$ cat config.mk
export PLATFORM = sky130hd
export DESIGN_NAME = nibble_serial_adder
export DESIGN_NICKNAME = d
export VERILOG_FILES = /design/src/rtl/nibble_serial_adder.sv
export SDC_FILE = /design/constraint.sdc
export NUM_CORES = 1
export LEC_CHECK = 0
export BUFFER_PORTS_ARGS = -buffer_cell sky130_fd_sc_hd__buf_2
export CAP_MARGIN = 10
export CORE_MARGIN = 4
export CORE_UTILIZATION = 57
export DETAILED_ROUTE_END_ITERATION = 10
export GPL_TIMING_DRIVEN = 0
export HOLD_SLACK_MARGIN = 0.08
export PLACE_DENSITY = 0.9
export SLEW_MARGIN = 20
export SYNTH_ARGS = -nofsm -noshare
export SYNTH_HDL_FRONTEND = slang
export SYNTH_SLANG_ARGS = --single-unit
$ cat constraint.sdc
create_clock -name clk -period 8.25 [get_ports clk]
set_input_delay 2.475 -clock clk [delete_from_list [all_inputs] [get_ports clk]]
set_output_delay 2.475 -clock clk [all_outputs]
set_load 0.01 [all_outputs]
$ cat src/rtl/nibble_serial_adder.sv
// Serial wide adder: walks two W-bit operands through a 4-bit adder one nibble
// per clock, with valid/ready handshakes on both sides.

module adder (
  input  logic [3:0] a,
  input  logic [3:0] b,
  input  logic       cin,
  output logic [3:0] sum,
  output logic       cout
);

  assign {cout, sum} = 5'(a) + 5'(b) + 5'(cin);

endmodule

module nibble_serial_adder #(
  parameter int unsigned NIBBLES = 4
) (
  input  logic                 clk,
  input  logic                 rst_n,
  input  logic                 in_valid,
  output logic                 in_ready,
  input  logic [4*NIBBLES-1:0] op_a,
  input  logic [4*NIBBLES-1:0] op_b,
  input  logic                 cin,
  output logic                 out_valid,
  input  logic                 out_ready,
  output logic [4*NIBBLES-1:0] sum,
  output logic                 cout,
  output logic                 busy
);

  localparam int unsigned W  = 4 * NIBBLES;
  localparam int unsigned IW = (NIBBLES > 1) ? $clog2(NIBBLES) : 1;
  localparam int unsigned SW = IW + 2;

  typedef enum logic [1:0] {
    IDLE = 2'd0,
    RUN  = 2'd1,
    DONE = 2'd2
  } state_t;

  state_t         state_q, state_d;
  logic [W-1:0]   a_q, a_d;
  logic [W-1:0]   b_q, b_d;
  logic [W-1:0]   sum_d;
  logic           carry_q, carry_d;
  logic [IW-1:0]  idx_q, idx_d;
  logic           in_ready_d, out_valid_d, busy_d, cout_d;

  logic [SW-1:0]  shamt;
  logic [3:0]     nib_a, nib_b, nib_s;
  logic           nib_c;

  // Current nibble selected by shifting the latched operands down by 4*idx.
  assign shamt = {idx_q, 2'b00};
  assign nib_a = 4'(a_q >> shamt);
  assign nib_b = 4'(b_q >> shamt);

  adder u_adder (
    .a    (nib_a),
    .b    (nib_b),
    .cin  (carry_q),
    .sum  (nib_s),
    .cout (nib_c)
  );

  // Next-state and next-output logic.
  always_comb begin
    state_d     = state_q;
    a_d         = a_q;
    b_d         = b_q;
    carry_d     = carry_q;
    idx_d       = idx_q;
    sum_d       = sum;
    cout_d      = cout;
    in_ready_d  = in_ready;
    out_valid_d = out_valid;

    case (state_q)
      IDLE: begin
        in_ready_d = 1'b1;
        if (in_valid && in_ready) begin
          a_d        = op_a;
          b_d        = op_b;
          carry_d    = cin;
          idx_d      = '0;
          in_ready_d = 1'b0;
          state_d    = RUN;
        end
      end
      RUN: begin
        sum_d   = (sum & ~(W'(4'hF) << shamt)) | (W'(nib_s) << shamt);
        carry_d = nib_c;
        idx_d   = idx_q + IW'(1);
        if (idx_q == IW'(NIBBLES - 1)) begin
          cout_d      = nib_c;
          out_valid_d = 1'b1;
          state_d     = DONE;
        end
      end
      DONE: begin
        if (out_ready) begin
          out_valid_d = 1'b0;
          in_ready_d  = 1'b1;
          state_d     = IDLE;
        end
      end
      default: state_d = IDLE;
    endcase

    busy_d = (state_d != IDLE);
  end

  always_ff @(posedge clk or negedge rst_n) begin
    if (!rst_n) begin
      state_q   <= IDLE;
      a_q       <= '0;
      b_q       <= '0;
      carry_q   <= 1'b0;
      idx_q     <= '0;
      sum       <= '0;
      cout      <= 1'b0;
      in_ready  <= 1'b0;
      out_valid <= 1'b0;
      busy      <= 1'b0;
    end else begin
      state_q   <= state_d;
      a_q       <= a_d;
      b_q       <= b_d;
      carry_q   <= carry_d;
      idx_q     <= idx_d;
      sum       <= sum_d;
      cout      <= cout_d;
      in_ready  <= in_ready_d;
      out_valid <= out_valid_d;
      busy      <= busy_d;
    end
  end

endmodule

Word-level counts from Yosys, hierarchy flattened
Index checks and enable logic that the tools add are counted.
{"block": "totals", "output_inout_bits": 20, "regBits": 57, "in_bits": 37}
{"block": "classes", "n_eq_ne": 6, "mux": 14, "n_shift": 4, "n_addsub": 3, "reduce_logical": 11, "bitwise": 3}
{"cell": "$shr A16 B4 Y4", "count": 2}
{"cell": "$and A16 B16 Y16", "count": 1}
{"cell": "$not A16 Y16", "count": 1}
{"cell": "$or A16 B16 Y16", "count": 1}
{"cell": "$shl A4 B4 Y16", "count": 1}
{"cell": "$shl A4 B4 Y16 const A", "count": 1}
{"cell": "$mux W2", "count": 4}
{"cell": "$reduce_and A2 Y1", "count": 4}
{"cell": "$reduce_bool A2 Y1", "count": 4}
{"cell": "$ne A2 B2 Y1 const B", "count": 3}
{"cell": "$pmux W1 S2", "count": 3}
{"cell": "$pmux W2 S3", "count": 1}
{"cell": "$add A4 B4 Y5", "count": 1}
{"cell": "$add A5 B1 Y5", "count": 1}
{"cell": "$mux W1", "count": 5}
{"cell": "$eq A2 B2 Y1 const B", "count": 2}
{"cell": "$pmux W2 S2", "count": 1}
{"cell": "$reduce_and A3 Y1", "count": 1}
{"cell": "$add A2 B1 Y2 const B", "count": 1}
{"cell": "$eq A2 B1 Y1 const B", "count": 1}
{"cell": "$logic_not A2 Y1", "count": 1}
{"cell": "$logic_and A1 B1 Y1", "count": 1}

Logic depth before layout (Yosys ltp)
{"block": "logic_depth", "word_depth": 5, "ltp_mapped": 7, "depth_no_buf": 6}

Cells and area by module
From an unflattened synthesis, not the netlist that was laid out.
{"block": "hier_totals", "cells_unflattened": 177, "area_unflattened_um2": 2588.7}
{"mod": "nibble_serial_adder", "cells_per_inst": 161, "instances": 1, "area_per_inst_um2": 2444.8}
{"mod": "adder", "cells_per_inst": 16, "instances": 1, "area_per_inst_um2": 143.9}

Worst setup path after synthesis
OpenSTA, ideal clock, no wires.
{"block": "synth_timing", "path_type": "input to register", "from": "input port in_valid", "to": "register a_q[10]", "t_arrival_ns": 3.339, "setup_slack_ns": 4.786, "setup_ns": 0.125, "cell_stages": 4, "path_cell_list": "nand2_1 -> nor3_4 -> buf_6 -> mux2_2"}
{"block": "synth_between", "elab_chain_len": 2}
{"item": "start: declaration", "line_no": "21", "rtl": "input logic in_valid,"}
{"item": "$logic_and A1 B1 Y1", "line_no": "83", "rtl": "if (in_valid && in_ready) begin"}
{"item": "$reduce_and A2 Y1 (no line)"}
{"item": "end signal: assignment", "line_no": "118", "rtl": "a_q <= '0;"}
{"item": "end signal: assignment", "line_no": "129", "rtl": "a_q <= a_d;"}
{"item": "end: declaration", "line_no": "44", "rtl": "logic [W-1:0] a_q, a_d;"}
Every way passes these cells.
A chain may end at the register's enable or synchronous reset.

Worst setup path in the final report
{"block": "layout_timing", "from": "input port in_valid", "to": "register a_q[4]"}
Same word-level chain as after synthesis.

==> flow_metrics.tcl <==
set metrics [dict create \
    result_of_the_run "completed" \
    rows 24 \
    pwr-share-comb_pct 50.2 \
    unrepaired_setup_endpoints_after_global_routing "false" \
    final_nets 287 \
    seq_area_frac_synth_pct 55.91 \
    yosys_most_used_dff "dfrtp_1" \
    mostFrequentLayoutCells "57 x buf_2, 57 x dfrtp_1, 33 x mux2_2, 12 x a22o_1, 12 x clkbuf_8" \
    area_growth_pct 20.25 \
    place_congestion 0.7831 \
    clock.fmax_mhz 297.3 \
    power_per_cell_area_nw_per_um2 476.4 \
    post_cts_buffers 0 \
    antenna-diode-count 0 \
    post-route-period-util_pct 40.77 \
    die_extent_in_x_um 74.90 \
    tritoncts "done" \
    syn_area_sq_um 2551 \
    critPathMaxFanout 10 \
    worst_setup_path_category "input pin to flip-flop" \
    critPathArrivalTime_ps 3570 \
    internal_power_mw 0.9102 \
    detail-route-antenna-nets 0 \
    first_iter_violations 103 \
    crit_path_start_kind "input pin" \
    vias 1705 \
    syn-num-nets 220 \
    initial_core_util_pct 58.59 \
    detail_route.wirelength_um 5239 \
    antenna_found_initial 0 \
    endpoint_kind "flip-flop" \
    buffer_cell_driving_the_clock_tree_root "clkbuf_8" \
    yosys_warnings 0 \
    grt_first_pass_wirelength_um 8687 \
    fin_util_pct 70.46 \
    route.detailed.vias_per_inst 5.780 \
    seq_power_share_pct 34.2 \
    grt_pass1_vias 1804 \
    floorplan.die_area_sq_um 5610 \
    postSynth.asyncResetShare_pct 100.0 \
    die_h_um 74.90 \
    drt_first_pass_iters 4 \
    post_layout_nonfiller_instances 295 \
    cts.path.max_buffers 2 \
    drv.max_cap_violation_count 0 \
    ys_ff_latch 57 \
    cts_htree_levels 3 \
    min-delay-path-class "flip-flop to flip-flop" \
    groute.usage.overall_pct 21.48 \
    dp_slack_ps 4549 \
    synth_cell_types 27 \
    port_buffers 56 \
    finalHoldViolCount 0 \
    hpwl_um 3676 \
    setup-tns-final_ps 0 \
    setup_viol 0 \
    power.net_switching_mw 0.5512 \
    crit_path_cell_trace "buf_2, nand2_1, nor3_4, buf_6, mux2_2" \
    fin_worst_skew_ps 4.572 \
    cts.reportedPaths.clkPinSlew_ps 60 \
    pwr-share-clk_pct 15.6 \
    final_area_sq_um 3068 \
    synthCells 174 \
    design_power_total_mw 1.461 \
    cts_resized 0 \
    synth_top_cell_area_share_pct 55.91 \
    timing.critical_path.buf_inv 2 \
    clk_sinks 57 \
    yosysTopAreaCell "dfrtp_1" \
    syn_area_per_cell_sq_um 14.66 \
    max-slew-margin-rel_pct 54.06 \
    synth_enable_flop_cells 0 \
    global_route.overflow_total 0 \
    timing.critical_path.required_ps 8460 \
    worst_pin_slew_ps 689.0 \
    wire_per_inst_um 17.76 \
    design.core.area_sq_um 4354 \
    fraction_of_final_layout_cells_sized_beyond_drive_strength_1_pct 48.56 \
    slew_violations 0 \
    placed_area_sq_um 2899 \
    numCtsBuffers 9 \
    critical_path.max_stage_delay_ps 350 \
    switching_share_pct 37.72 \
    clk_latency_ps 330 \
    cellLeakagePower_nw 1.445 \
    ir_drop_v 0.0002563 \
    finalWorstSetupSlack_ps 4887 \
    grt_start_max_net_pins 58 \
    critical-path-top-delay-family "simple AND/OR/NAND/NOR gates" \
    design.portCount 57 \
    leading_cell_types_by_total_area_after_synthesis "dfrtp_1 56%, mux2_2 15%, mux4_2 7.1%" \
    hold_ws_ps 494.5 \
    route.detailed.drc 0 \
    cp_slowest_cell "mux2_2" \
    cts-hold-fix-buffers 0 \
    min_period_ps 3363 \
    numPlacedInstances 282 \
]
[power by group through the flow]
| stage | logic (mW) | clock network [mW] | registers (mW) |
|---|---|---|---|
| after detailed placement | 0.724 | 0 | 0.504 |
| after floorplan | 0.513 | 0 | 0.503 |
| after global routing | 0.808 | 0.246 | 0.518 |
| after CTS | 0.735 | 0.232 | 0.500 |
| final | 0.734 | 0.229 | 0.499 |
| after global placement | 0.703 | 0 | 0.495 |
[worst register-to-register path: stages (launching register included)]
cell and delay (ps):
dfrtp_1 500, buf_2 360, mux4_2 600, fa_1 450, fa_1 420, a21o_1 180
a21oi_1 220, a221oi_1 130
[registers in the layout, summed over array words and instances, names as in the netlist, 2 cells and up]
signal / flops
sum: 16
b_q: 16
idx_q: 2
state_q: 2
a_q: 16
[worst paths after layout]
check                      slack, ps                 start                    to  cells after the start
setup / recovery                4890              in_valid    a_q[4]$_DFFE_PN0P_                      5
hold / removal                   490   sum[11]$_DFFE_PN0P_   sum[11]$_DFFE_PN0P_                      1
setup reg to reg                5260  idx_q[0]$_DFFE_PN0P_   carry_q$_DFFE_PN0P_                      7
hold reg to reg                  490   sum[11]$_DFFE_PN0P_   sum[11]$_DFFE_PN0P_                      1
max in group asynchronous       5600                 rst_n    b_q[7]$_DFFE_PN0P_                      1
min in group asynchronous       2190                 rst_n  in_ready$_DFFE_PN0P_                      1
[synth_stat cells (all sizes together), types with 4 or more instances]
library cell and number:
a21oi 4, a22o 12, a32o 4, buf 6
dfrtp 57, ha 7, inv 5, mux2 33
mux4 8, nand2 8, nor3 5, o21ai 8
[layout make-up]
type | instances | area (sq um)
Sequential cell | 57 | 1426
Multi-Input combinational cell | 105 | 1047
Buffer | 7 | 58.81
Timing Repair Buffer | 56 | 282.8
Fill cell | 307 | 1286
Clock buffer | 13 | 168.9
Tap cell | 52 | 65.06
Inverter | 5 | 18.77
[cells by family (layout without fill, tap and decap cells)]
group | after synthesis | in the layout | synth area share [%]
DFF | 57 | 57 | 55.91
muxes | 41 | 41 | 21.63
AOI/OAI and AO/OA | 32 | 32 | 9.367
and+or+nand+nor | 22 | 22 | 4.709
buffers and inverters | 12 | 81 | 3.041
adders and majority gates | 9 | 9 | 5.002
xor gates and xnor gates | 1 | 1 | 0.3434
[routing by layer]
metal	share of wire, %	vias up	global-route usage [%]
met4	1.1	0	8.696
li1	-	779	-
met1	41	853	27.10
met3	6.4	10	6.409
met2	51	63	34.82
met5	0	-	0
Power figures use the tool's default switching activity.
